**src/rtl/picorv32_axil_master_pkg.sv**
```systemverilog
// Shared AXI4-Lite constants, bridge state encoding and error codes for the
// PicoRV32 to AXI-Lite bridge.
package axil_pkg;

  localparam logic [1:0] RESP_OKAY   = 2'b00;
  localparam logic [1:0] RESP_EXOKAY = 2'b01;
  localparam logic [1:0] RESP_SLVERR = 2'b10;
  localparam logic [1:0] RESP_DECERR = 2'b11;

  typedef enum logic [2:0] {
    ST_IDLE,
    ST_WR_ADDR_DATA,
    ST_WR_RESP,
    ST_RD_ADDR,
    ST_RD_DATA,
    ST_DONE
  } state_t;

  typedef enum logic [1:0] {
    ERR_NONE    = 2'd0,
    ERR_SLVERR  = 2'd1,
    ERR_DECERR  = 2'd2,
    ERR_TIMEOUT = 2'd3
  } err_code_t;

  // EXOKAY carries no error for a single-beat non-exclusive access
  function automatic logic resp_is_err(input logic [1:0] resp);
    return (resp == RESP_SLVERR) || (resp == RESP_DECERR);
  endfunction

  function automatic err_code_t resp_to_err(input logic [1:0] resp);
    return (resp == RESP_DECERR) ? ERR_DECERR : ERR_SLVERR;
  endfunction

endpackage

```
**src/rtl/picorv32_axil_master_if.sv**
```systemverilog
// CPU-side native memory interface and AXI4-Lite bus interface used by the
// PicoRV32 AXI-Lite bridge.
interface picorv32_mem_if ();
  logic        mem_valid;
  logic        mem_instr;
  logic [31:0] mem_addr;
  logic [31:0] mem_wdata;
  logic [3:0]  mem_wstrb;
  logic        mem_ready;
  logic [31:0] mem_rdata;
  logic        bus_err;
  logic [1:0]  err_code;

  modport master (
    output mem_valid, mem_instr, mem_addr, mem_wdata, mem_wstrb,
    input  mem_ready, mem_rdata, bus_err, err_code
  );

  modport slave (
    input  mem_valid, mem_instr, mem_addr, mem_wdata, mem_wstrb,
    output mem_ready, mem_rdata, bus_err, err_code
  );
endinterface

interface axil_if #(parameter int unsigned ADDR_WIDTH = 32) ();
  logic [ADDR_WIDTH-1:0] awaddr;
  logic [2:0]            awprot;
  logic                  awvalid;
  logic                  awready;
  logic [31:0]           wdata;
  logic [3:0]            wstrb;
  logic                  wvalid;
  logic                  wready;
  logic [1:0]            bresp;
  logic                  bvalid;
  logic                  bready;
  logic [ADDR_WIDTH-1:0] araddr;
  logic [2:0]            arprot;
  logic                  arvalid;
  logic                  arready;
  logic [31:0]           rdata;
  logic [1:0]            rresp;
  logic                  rvalid;
  logic                  rready;

  modport master (
    output awaddr, awprot, awvalid, wdata, wstrb, wvalid, bready,
           araddr, arprot, arvalid, rready,
    input  awready, wready, bresp, bvalid, arready, rdata, rresp, rvalid
  );

  modport slave (
    input  awaddr, awprot, awvalid, wdata, wstrb, wvalid, bready,
           araddr, arprot, arvalid, rready,
    output awready, wready, bresp, bvalid, arready, rdata, rresp, rvalid
  );
endinterface

```
**src/rtl/picorv32_axil_master_watchdog.sv**
```systemverilog
// Per-transaction watchdog: down-counter reloaded while cleared, expired on the
// TIMEOUT_CYCLES-th enabled cycle. TIMEOUT_CYCLES = 0 disables it.
module axil_watchdog #(
  parameter int unsigned TIMEOUT_CYCLES = 1024
) (
  input  logic clk,
  input  logic rst,
  input  logic i_en,
  input  logic i_clr,
  output logic o_expired
);

  localparam int unsigned CW     = (TIMEOUT_CYCLES < 2) ? 1 : $clog2(TIMEOUT_CYCLES);
  localparam int unsigned LOAD_I = (TIMEOUT_CYCLES == 0) ? 0 : TIMEOUT_CYCLES - 1;
  localparam logic [CW-1:0] LOAD = LOAD_I[CW-1:0];

  logic [CW-1:0] r_cnt;

  always_ff @(posedge clk or posedge rst) begin
    if (rst) begin
      r_cnt <= LOAD;
    end else if (i_clr) begin
      r_cnt <= LOAD;
    end else if (i_en && (r_cnt != '0)) begin
      r_cnt <= r_cnt - CW'(1);
    end
  end

  assign o_expired = (TIMEOUT_CYCLES != 0) && i_en && (r_cnt == '0);

endmodule

```
**src/rtl/picorv32_axil_master.sv**
```systemverilog
// PicoRV32 native memory port to AXI4-Lite master bridge: one AXI-Lite
// transaction per CPU request, with error reporting and a hung-slave watchdog.
//
// state           | meaning
// ST_IDLE         | waiting for mem_valid, latch request
// ST_WR_ADDR_DATA | AW and W offered together, each retires on its own handshake
// ST_WR_RESP      | waiting for B response
// ST_RD_ADDR      | AR offered until arready
// ST_RD_DATA      | waiting for R response
// ST_DONE         | one-cycle mem_ready (and bus_err on error)
module picorv32_axil_master
  import axil_pkg::*;
#(
  parameter int unsigned ADDR_WIDTH     = 32,
  parameter int unsigned DATA_WIDTH     = 32,
  parameter int unsigned TIMEOUT_CYCLES = 1024
) (
  input logic           clk,
  input logic           rst,
  picorv32_mem_if.slave mem,
  axil_if.master        axi
);

  state_t                r_state;
  state_t                w_state_next;
  logic                  w_timeout;
  logic                  w_expired;
  logic                  w_busy;
  logic [ADDR_WIDTH-1:0] r_addr;
  logic [DATA_WIDTH-1:0] r_wdata;
  logic [DATA_WIDTH-1:0] r_rdata;
  logic [3:0]            r_wstrb;
  logic                  r_instr;
  logic                  r_aw_done;
  logic                  r_w_done;
  err_code_t             r_err_code;
  logic                  r_err_pend;
  logic                  w_awvalid;
  logic                  w_wvalid;
  logic                  w_bready;
  logic                  w_arvalid;
  logic                  w_rready;
  logic                  w_mem_ready;
  logic                  w_aw_hs;
  logic                  w_w_hs;
  logic                  w_resp_hs;
  logic [1:0]            w_resp;

  assign w_busy    = (r_state != ST_IDLE) && (r_state != ST_DONE);
  assign w_aw_hs   = w_awvalid && axi.awready;
  assign w_w_hs    = w_wvalid && axi.wready;
  assign w_resp_hs = ((r_state == ST_WR_RESP) && axi.bvalid) ||
                     ((r_state == ST_RD_DATA) && axi.rvalid);
  assign w_resp    = (r_state == ST_WR_RESP) ? axi.bresp : axi.rresp;

  axil_watchdog #(
    .TIMEOUT_CYCLES(TIMEOUT_CYCLES)
  ) u_watchdog (
    .clk       (clk),
    .rst       (rst),
    .i_en      (w_busy),
    .i_clr     (r_state == ST_IDLE),
    .o_expired (w_expired)
  );

  always_ff @(posedge clk or posedge rst) begin
    if (rst) r_state <= ST_IDLE;
    else     r_state <= w_state_next;
  end

  // A completing handshake in the expiry cycle takes priority over the abort
  always_comb begin
    w_state_next = r_state;
    w_timeout    = 1'b0;
    case (r_state)
      ST_IDLE: begin
        if (mem.mem_valid) w_state_next = (mem.mem_wstrb != 4'h0) ? ST_WR_ADDR_DATA : ST_RD_ADDR;
      end
      ST_WR_ADDR_DATA: begin
        if ((r_aw_done || w_aw_hs) && (r_w_done || w_w_hs)) w_state_next = ST_WR_RESP;
        else if (w_expired) begin
          w_state_next = ST_DONE;
          w_timeout    = 1'b1;
        end
      end
      ST_WR_RESP: begin
        if (axi.bvalid) w_state_next = ST_DONE;
        else if (w_expired) begin
          w_state_next = ST_DONE;
          w_timeout    = 1'b1;
        end
      end
      ST_RD_ADDR: begin
        if (axi.arready) w_state_next = ST_RD_DATA;
        else if (w_expired) begin
          w_state_next = ST_DONE;
          w_timeout    = 1'b1;
        end
      end
      ST_RD_DATA: begin
        if (axi.rvalid) w_state_next = ST_DONE;
        else if (w_expired) begin
          w_state_next = ST_DONE;
          w_timeout    = 1'b1;
        end
      end
      ST_DONE: w_state_next = ST_IDLE;
      default: w_state_next = ST_IDLE;
    endcase
  end

  always_comb begin
    w_awvalid   = 1'b0;
    w_wvalid    = 1'b0;
    w_bready    = 1'b0;
    w_arvalid   = 1'b0;
    w_rready    = 1'b0;
    w_mem_ready = 1'b0;
    case (r_state)
      ST_WR_ADDR_DATA: begin
        w_awvalid = !r_aw_done;
        w_wvalid  = !r_w_done;
      end
      ST_WR_RESP: w_bready    = 1'b1;
      ST_RD_ADDR: w_arvalid   = 1'b1;
      ST_RD_DATA: w_rready    = 1'b1;
      ST_DONE:    w_mem_ready = 1'b1;
      default:    ;
    endcase
  end

  always_ff @(posedge clk or posedge rst) begin
    if (rst) begin
      r_addr     <= '0;
      r_wdata    <= '0;
      r_wstrb    <= '0;
      r_instr    <= 1'b0;
      r_aw_done  <= 1'b0;
      r_w_done   <= 1'b0;
      r_rdata    <= '0;
      r_err_code <= ERR_NONE;
      r_err_pend <= 1'b0;
    end else begin
      if ((r_state == ST_IDLE) && mem.mem_valid) begin
        r_addr    <= mem.mem_addr[ADDR_WIDTH-1:0];
        r_wdata   <= mem.mem_wdata;
        r_wstrb   <= mem.mem_wstrb;
        r_instr   <= mem.mem_instr;
        r_aw_done <= 1'b0;
        r_w_done  <= 1'b0;
      end
      if (w_aw_hs) r_aw_done <= 1'b1;
      if (w_w_hs)  r_w_done  <= 1'b1;
      if ((r_state == ST_RD_DATA) && axi.rvalid) r_rdata <= axi.rdata;
      if (w_timeout && ((r_state == ST_RD_ADDR) || (r_state == ST_RD_DATA))) r_rdata <= '1;
      r_err_pend <= 1'b0;
      if (w_timeout) begin
        r_err_code <= ERR_TIMEOUT;
        r_err_pend <= 1'b1;
      end else if (w_resp_hs && resp_is_err(w_resp)) begin
        r_err_code <= resp_to_err(w_resp);
        r_err_pend <= 1'b1;
      end
    end
  end

  assign axi.awaddr  = r_addr;
  assign axi.awprot  = 3'b000;
  assign axi.awvalid = w_awvalid;
  assign axi.wdata   = r_wdata;
  assign axi.wstrb   = r_wstrb;
  assign axi.wvalid  = w_wvalid;
  assign axi.bready  = w_bready;
  assign axi.araddr  = r_addr;
  assign axi.arprot  = {r_instr, 2'b00};
  assign axi.arvalid = w_arvalid;
  assign axi.rready  = w_rready;

  assign mem.mem_ready = w_mem_ready;
  assign mem.mem_rdata = r_rdata;
  assign mem.bus_err   = w_mem_ready && r_err_pend;
  assign mem.err_code  = r_err_code;

endmodule

```
**src/flat_wrapper.sv**
```systemverilog
// flat-port wrapper written by rule: the top's interface ports become plain ports
module picorv32_axil_master_flat import axil_pkg::*;
#(
  parameter int unsigned ADDR_WIDTH     = 32,
  parameter int unsigned DATA_WIDTH     = 32,
  parameter int unsigned TIMEOUT_CYCLES = 1024
)
  (clk, rst, mem_mem_valid, mem_mem_instr, mem_mem_addr, mem_mem_wdata, mem_mem_wstrb, mem_mem_ready, mem_mem_rdata, mem_bus_err, mem_err_code, axi_awaddr, axi_awprot, axi_awvalid, axi_wdata, axi_wstrb, axi_wvalid, axi_bready, axi_araddr, axi_arprot, axi_arvalid, axi_rready, axi_awready, axi_wready, axi_bresp, axi_bvalid, axi_arready, axi_rdata, axi_rresp, axi_rvalid);
  picorv32_mem_if mem_i ();
  axil_if #(.ADDR_WIDTH(ADDR_WIDTH)) axi_i ();
  input logic clk;
  input logic rst;
  input wire logic [$bits(mem_i.mem_valid)-1:0] mem_mem_valid;
  input wire logic [$bits(mem_i.mem_instr)-1:0] mem_mem_instr;
  input wire logic [$bits(mem_i.mem_addr)-1:0] mem_mem_addr;
  input wire logic [$bits(mem_i.mem_wdata)-1:0] mem_mem_wdata;
  input wire logic [$bits(mem_i.mem_wstrb)-1:0] mem_mem_wstrb;
  output wire logic [$bits(mem_i.mem_ready)-1:0] mem_mem_ready;
  output wire logic [$bits(mem_i.mem_rdata)-1:0] mem_mem_rdata;
  output wire logic [$bits(mem_i.bus_err)-1:0] mem_bus_err;
  output wire logic [$bits(mem_i.err_code)-1:0] mem_err_code;
  output wire logic [$bits(axi_i.awaddr)-1:0] axi_awaddr;
  output wire logic [$bits(axi_i.awprot)-1:0] axi_awprot;
  output wire logic [$bits(axi_i.awvalid)-1:0] axi_awvalid;
  output wire logic [$bits(axi_i.wdata)-1:0] axi_wdata;
  output wire logic [$bits(axi_i.wstrb)-1:0] axi_wstrb;
  output wire logic [$bits(axi_i.wvalid)-1:0] axi_wvalid;
  output wire logic [$bits(axi_i.bready)-1:0] axi_bready;
  output wire logic [$bits(axi_i.araddr)-1:0] axi_araddr;
  output wire logic [$bits(axi_i.arprot)-1:0] axi_arprot;
  output wire logic [$bits(axi_i.arvalid)-1:0] axi_arvalid;
  output wire logic [$bits(axi_i.rready)-1:0] axi_rready;
  input wire logic [$bits(axi_i.awready)-1:0] axi_awready;
  input wire logic [$bits(axi_i.wready)-1:0] axi_wready;
  input wire logic [$bits(axi_i.bresp)-1:0] axi_bresp;
  input wire logic [$bits(axi_i.bvalid)-1:0] axi_bvalid;
  input wire logic [$bits(axi_i.arready)-1:0] axi_arready;
  input wire logic [$bits(axi_i.rdata)-1:0] axi_rdata;
  input wire logic [$bits(axi_i.rresp)-1:0] axi_rresp;
  input wire logic [$bits(axi_i.rvalid)-1:0] axi_rvalid;
  assign mem_i.mem_valid = mem_mem_valid;
  assign mem_i.mem_instr = mem_mem_instr;
  assign mem_i.mem_addr = mem_mem_addr;
  assign mem_i.mem_wdata = mem_mem_wdata;
  assign mem_i.mem_wstrb = mem_mem_wstrb;
  assign mem_mem_ready = mem_i.mem_ready;
  assign mem_mem_rdata = mem_i.mem_rdata;
  assign mem_bus_err = mem_i.bus_err;
  assign mem_err_code = mem_i.err_code;
  assign axi_awaddr = axi_i.awaddr;
  assign axi_awprot = axi_i.awprot;
  assign axi_awvalid = axi_i.awvalid;
  assign axi_wdata = axi_i.wdata;
  assign axi_wstrb = axi_i.wstrb;
  assign axi_wvalid = axi_i.wvalid;
  assign axi_bready = axi_i.bready;
  assign axi_araddr = axi_i.araddr;
  assign axi_arprot = axi_i.arprot;
  assign axi_arvalid = axi_i.arvalid;
  assign axi_rready = axi_i.rready;
  assign axi_i.awready = axi_awready;
  assign axi_i.wready = axi_wready;
  assign axi_i.bresp = axi_bresp;
  assign axi_i.bvalid = axi_bvalid;
  assign axi_i.arready = axi_arready;
  assign axi_i.rdata = axi_rdata;
  assign axi_i.rresp = axi_rresp;
  assign axi_i.rvalid = axi_rvalid;
  picorv32_axil_master #(.ADDR_WIDTH(ADDR_WIDTH), .DATA_WIDTH(DATA_WIDTH), .TIMEOUT_CYCLES(TIMEOUT_CYCLES)) u_core (.clk(clk), .rst(rst), .mem(mem_i), .axi(axi_i));
endmodule
```
**config.mk**
```make
export PLATFORM = sky130hd
export DESIGN_NAME = picorv32_axil_master_flat
export DESIGN_NICKNAME = d
export VERILOG_FILES = /design/src/rtl/picorv32_axil_master_pkg.sv /design/src/rtl/picorv32_axil_master_if.sv /design/src/rtl/picorv32_axil_master_watchdog.sv /design/src/rtl/picorv32_axil_master.sv /design/src/flat_wrapper.sv
export SDC_FILE = /design/constraint.sdc
export NUM_CORES = 1
export LEC_CHECK = 0
export CAP_MARGIN = 20
export CORE_MARGIN = 5
export CORE_UTILIZATION = 30
export DETAILED_ROUTE_END_ITERATION = 8
export PLACE_DENSITY = 0.71
export SYNTH_ARGS = -nofsm -noshare
export SYNTH_HDL_FRONTEND = slang
export SYNTH_SLANG_ARGS = --single-unit
```
**constraint.sdc**
```tcl
create_clock -name clk -period 5.5 [get_ports clk]
set_clock_uncertainty 0.2 [all_clocks]
set_input_delay 0.825 -clock clk [delete_from_list [all_inputs] [get_ports clk]]
set_output_delay 0.825 -clock clk [all_outputs]
set_load 0.02 [all_outputs]
```
==> results of run 1 <==
-- registers in the layout (all words and copies together) (netlist names) --
| register | cells |
|---|---|
| u_core.axi.wdata | 32 |
| u_core.axi.araddr | 32 |
| u_core.u_watchdog.r_cnt | 10 |
| u_core.mem.mem_rdata | 32 |
| u_core.r_state | 3 |
| u_core.r_instr | 1 |
| u_core.r_w_done | 1 |
| u_core.mem.err_code | 2 |
| u_core.r_aw_done | 1 |
| u_core.axi.wstrb | 4 |
| u_core.r_err_pend | 1 |
-- final cells by class --
| cell class | count | share of cell area, % |
|---|---|---|
| Sequential cell | 119 | 35.51 |
| Timing Repair Buffer | 258 | 30.79 |
| Multi-Input combinational cell | 234 | 22.53 |
| Clock buffer | 18 | 5.097 |
| Tap cell | 225 | 3.343 |
| Clock inverter | 14 | 2.392 |
| Inverter | 7 | 0.3418 |
-- placed cells by master (no fill, tap or decap), types with 7 or more instances in the layout --
cell type	instances
clkdlybuf4s50_1	254
dfrtp_1	109
mux2_2	55
mux2i_1	37
nand2_1	37
clkbuf_16	17
mux2_1	14
a21oi_1	12
nor2_1	11
dfstp_2	10
o21ai_0	7
-- per-stage QoR --
step / utilization [%] / hold slack [ns] / power (mW)
5_1_grt: 48.85 / 0.3105 / 5.741
3_3_place_gp: 44.99 / 0.2711 / 4.243
6_report: 48.85 / 0.2894 / 5.441
2_1_floorplan: - / 0.2820 / 3.134
3_5_place_dp: 45.08 / 0.2762 / 4.308
4_1_cts: 48.74 / 0.2998 / 5.518
-- per-layer routing --
metal / vias to the layer above / global-route usage [%] / wire length [µm]
met3: 25 / 4.704 / 1135
li1: 1862 / - / -
met4: 0 / 5.853 / 297
met2: 175 / 23.48 / 7247
met5: - / 0 / 0
met1: 1955 / 15.72 / 5508
-- final timing paths --
check	to	from	slack [ns]	depth (start not counted)
worst min-delay path	u_core.axi.wdata[30]$_DFFE_PP0P_	u_core.axi.wdata[30]$_DFFE_PP0P_	0.29	1
worst max-delay path	mem_bus_err	u_core.r_state[2]$_DFFE_PP0P_	2.15	3
min in group asynchronous	u_core.axi.wdata[21]$_DFFE_PP0P_	rst	0.63	2
worst min register to register	u_core.axi.wdata[30]$_DFFE_PP0P_	u_core.axi.wdata[30]$_DFFE_PP0P_	0.29	1
worst max register to register	u_core.axi.wdata[6]$_DFFE_PP0P_	u_core.r_state[0]$_DFFE_PP0P_	2.55	3
max in group asynchronous	u_core.u_watchdog.r_cnt[5]$_DFFE_PP1P_	rst	3.31	4
-- logic make-up (layout without fill, tap and decap cells) --
logic type	after synthesis	in the layout
AO/OA/AOI/OAI	36	36
XOR/XNOR	1	1
adder cells (fa/ha/maj)	2	2
buffers and inverters	66	297
flip-flops	119	119
multiplexers	106	106
other	1	5
AND/OR/NAND/NOR	84	84
-- power by group through the flow --
stage,logic (mW),registers [mW],clock network [mW]
after global placement,2.63,1.61,0
after CTS,2.69,1.62,1.21
after global routing,2.81,1.68,1.25
final,2.65,1.62,1.17
after detailed placement,2.68,1.63,0
after floorplan,1.13,2.01,0
-- worst max-delay path, stage by stage, from the launching register on --
cell and delay, ns:
dfrtp_1 0.65, nor2b_1 0.41, and3_1 0.24, clkdlybuf4s50_1 0.61
==> reports/metrics.cfg, run 1 <==
[setup_path]
start_kind = register
worstPathRequired_ns = 4.47
crit_fanout = 17
cp-end-kind = primary output
critical_path_arrival_ns = 2.32
crit_type = reg2out

[drt]
wl_per_cell_um = 16.22
wirelength_mm = 14.19
vias = 4017
drc = 0
drtPass1Iterations = 4
ant_nets = 0
viasPerCell = 4.591
drt_iter0_drc = 207

[clock_tree]
numCtsBuffers = 17
ctsHoldBuffers = 0
cts_tree = yes
path_clk_slew_ns = 0.06
clock_path_buffers = 2
cts-resized-gates = 0
cts.sink_count = 119
clock_latency_ns = 0.40
post-cts-setup-buffers = 0
htreeDepth = 4
clockRootBuffer = clkbuf_16

[floorplan]
core_area_um2 = 17240
fp-row-count = 48
die_h_um = 142.4
die_area_um2 = 20280
io_pins = 260
start_util_pct = 30.51
die_w_um = 142.4

[synthesis]
synth_edf_count = 0
yosysTopAreaCellShare_pct = 51.87
synth_top_area_cell = dfrtp_1
synth_xor_area_share_pct = 0.1665
synth_compound_area_share_pct = 4.425
synth_adder_area_share_pct = 0.4759
yosysMostFrequentCell = dfrtp_1
synthTopCellsByArea = dfrtp_1 (52%), mux2_2 (12%), mux2i_1 (7.0%)
synth_common_cells = dfrtp_1 (109), mux2_2 (55), buf_4 (38)
synth_top_family_by_area = multiplexers
synthMuxAreaShare_pct = 21.82
yosys_most_used_dff = dfrtp_1
synthSimpleGateAreaFrac_pct = 8.375
syn_avg_cell_area_um2 = 12.67
synthArstFlopShare_pct = 100.0
ys_warn_count = 0
yosys.cell_types.count = 44
yosys_register_bits = 119
netlist_area_um2 = 5259
syn_inst = 415
ys_seq_area_share_pct = 56.86

[status]
status = completed

[power]
peakVddDrop_mv = 0.2992
pwr-share-clk_pct = 21.6
comb_power_share_pct = 48.6
switching_share_pct = 37.06
switchingPower_mw = 2.017
cellPowerDensity_nw_per_um2 = 646.1
power.internal_mw = 3.424
seqPwrFrac_pct = 29.8
p_leak_nw = 3.493

[final_layout]
multi_input_area_um2 = 1897
drive_gt1_share_pct = 17.23
n_antenna_cell = 0
nNetsFinal = 752
final_area_um2 = 8421
area_growth_syn_to_layout_pct = 60.12
finalNonFillerCells = 875
seq_area_um2 = 2990
fillers = 1473

[global_routing]
grt_pass1_vias = 4244
antenna_found_initial = 0
gr-total-overflow = 0
grt_pass1_wl_mm = 22.06
grt_use_total_pct = 13.75
grt_max_degree = 84

[placed_design]
dpl.hpwl_mm = 10.52
pre_cts_ws_ns = 2.529
portBuffers = 254
dp.cells = 842
dpl_cell_area_um2 = 7770
gp_congestion = 0.8718

[timing]
relSlewSlack_pct = 29.28
tightestPinTransition_ns = 1.061
fin_crit_ns = 3.345
setup_viol = 0
finalSetupTns_ns = 0
max_freq_mhz = 298.9
slew_violations = 0
setup_ws_ns = 2.155
period_share_pct = 60.82
rsz0062_at_grt = false
finalHoldViolations = 0

[hold_path]
hold_class = reg2reg

[run]
cap_violations = 0

Note: power is estimated with default switching activity, not from simulation.
==> run 2: changes to the inputs <==
Clock period 5.5 ns to 3.5 ns, I/O delays scaled along.
==> reports/metrics.cfg, run 2 (synthesis results as in run 1) <==
[final_layout]
fillers = 1476
final_cell_mix = clkdlybuf4s50_1 (254), dfrtp_1 (109), mux2_2 (55)
layout_commonest_cell = clkdlybuf4s50_1
drive_gt1_share_pct = 17.61
multi_input_area_um2 = 1897
nNetsFinal = 755
seq_area_um2 = 2990
area_growth_syn_to_layout_pct = 60.72

[placed_design]
portBuffers = 254
gp_congestion = 0.8187
dpl.hpwl_mm = 10.97

[clock_tree]
path_clk_slew_ns = 0.06
clock_path_buffers = 2
htreeDepth = 4
ctsHoldBuffers = 0
cts-resized-gates = 0
numCtsBuffers = 17
cts.sink_count = 119
clockRootBuffer = clkbuf_16
clock_latency_ns = 0.41
post-cts-setup-buffers = 0
cts_tree = yes

[setup_path]
critical_path_arrival_ns = 2.29
cpPeakStageDelay_ns = 0.64
start_kind = register
worstPathRequired_ns = 2.77
crit_fanout = 15
r2r_slack_ns = 0.76
cp-end-kind = primary output
slowest_stage = dfrtp_1
crit_chain = nor2b_1, and2_1, clkdlybuf4s50_1
crit_type = reg2out

[drt]
drc = 0
ant_nets = 0
drtPass1Iterations = 4
wl_per_cell_um = 16.58
viasPerCell = 4.538
vias = 3989
drt_iter0_drc = 127
wirelength_mm = 14.58

[global_routing]
grt_max_degree = 60
grt_use_total_pct = 14.50
gr-total-overflow = 0
antenna_found_initial = 0
grt_pass1_wl_mm = 23.01
grt_pass1_vias = 4409

[timing]
rsz0062_at_grt = false
period_share_pct = 86.11
fin_crit_ns = 3.014
relSlewSlack_pct = 50.07
finalSetupTns_ns = 0
finalHoldViolations = 0
setup_viol = 0
tightestPinTransition_ns = 0.7474
slew_violations = 0
max_freq_mhz = 331.8

[status]
status = completed

[run]
cap_violations = 0

[floorplan]
core_area_um2 = 17240
io_pins = 260
start_util_pct = 30.51
fp-row-count = 48
die_h_um = 142.4
die_area_um2 = 20280
die_w_um = 142.4

[power]
power_mw = 8.557
peakVddDrop_mv = 0.4946
p_leak_nw = 3.497
cellPowerDensity_nw_per_um2 = 1012

[hold_path]
hold_class = reg2reg

-- run 2: cell types whose count changed in the layout (fill, tap and decap cells not counted), moves of 2 or more --
cell        delta
buf_4          +2
clkinvlp_4     +3
clkinv_4       -4
clkbuf_8       +3
buf_12         +2
-- run 2: power breakdown --
group / total [mW] / leakage [nW] / internal [mW] / switching (mW)
clock: 1.81 / 0.291 / 1.17 / 0.633
combinational: 4.20 / 1.79 / 2.17 / 2.03
sequential: 2.55 / 1.42 / 2.05 / 0.499
total: 8.56 / 3.50 / 5.39 / 3.17
-- run 2: layout make-up --
cell class	instances	share of cell area, %
well taps	225	3.331
flip-flops and latches	119	35.38
repair buffers	261	31.15
multi-input cells	234	22.44
clock buffers	21	5.566
diodes	1	0.02961
inverters	7	0.3553
clock inverters	11	1.747
-- run 2: layer usage --
layer | up-vias | wire length (µm) | GRT usage [%]
met5 | - | 0 | 0
met4 | 0 | 267 | 5.753
met3 | 25 | 1252 | 5.511
met2 | 162 | 7849 | 26.09
met1 | 1942 | 5209 | 15.27
li1 | 1860 | - | -
-- run 2: critical path, delay by kind of cell (launching register included) --
| kind | cells | cell delay (ns) |
|---|---|---|
| buf+inv | 1 | 0.64 |
| simple gates | 2 | 0.60 |
| flops | 1 | 0.64 |
-- run 2: path summary, 6_finish.rpt --
check,depth (start not counted),startpoint,to
min in group asynchronous,2,rst,u_core.axi.wdata[24]$_DFFE_PP0P_
min reg2reg,1,u_core.axi.wdata[21]$_DFFE_PP0P_,u_core.axi.wdata[21]$_DFFE_PP0P_
max in group asynchronous,3,rst,u_core.axi.araddr[9]$_DFFE_PP0P_
max reg2reg,4,u_core.r_state[0]$_DFFE_PP0P_,u_core.axi.araddr[28]$_DFFE_PP0P_
min,1,u_core.axi.wdata[21]$_DFFE_PP0P_,u_core.axi.wdata[21]$_DFFE_PP0P_
max,3,u_core.r_state[1]$_DFFE_PP0P_,axi_arvalid
-- run 2: per-stage QoR --
| stage | instances | worst slack (ns) | hold WS [ns] | instance area, µm² | utilization, % |
|---|---|---|---|---|---|
| 3_3_place_gp | 846 | 0.9420 | 0.2693 | 7831 | 45.43 |
| 2_1_floorplan | 419 | 1.328 | 0.2820 | 5278 | - |
| 3_5_place_dp | 846 | 0.7481 | 0.2741 | 7831 | 45.43 |
| 4_1_cts | 878 | 0.4600 | 0.2877 | 8449 | 49.02 |
| 5_1_grt | 878 | 0.3528 | 0.3069 | 8449 | 49.02 |
| 6_report | 879 | 0.4862 | 0.2855 | 8452 | 49.03 |
==> run 3: changes to the inputs <==
Settings changed: TNS_END_PERCENT from default to 10.
==> results of run 3 <==
No change in the layout: final DEF, timing and power equal those of run 2.
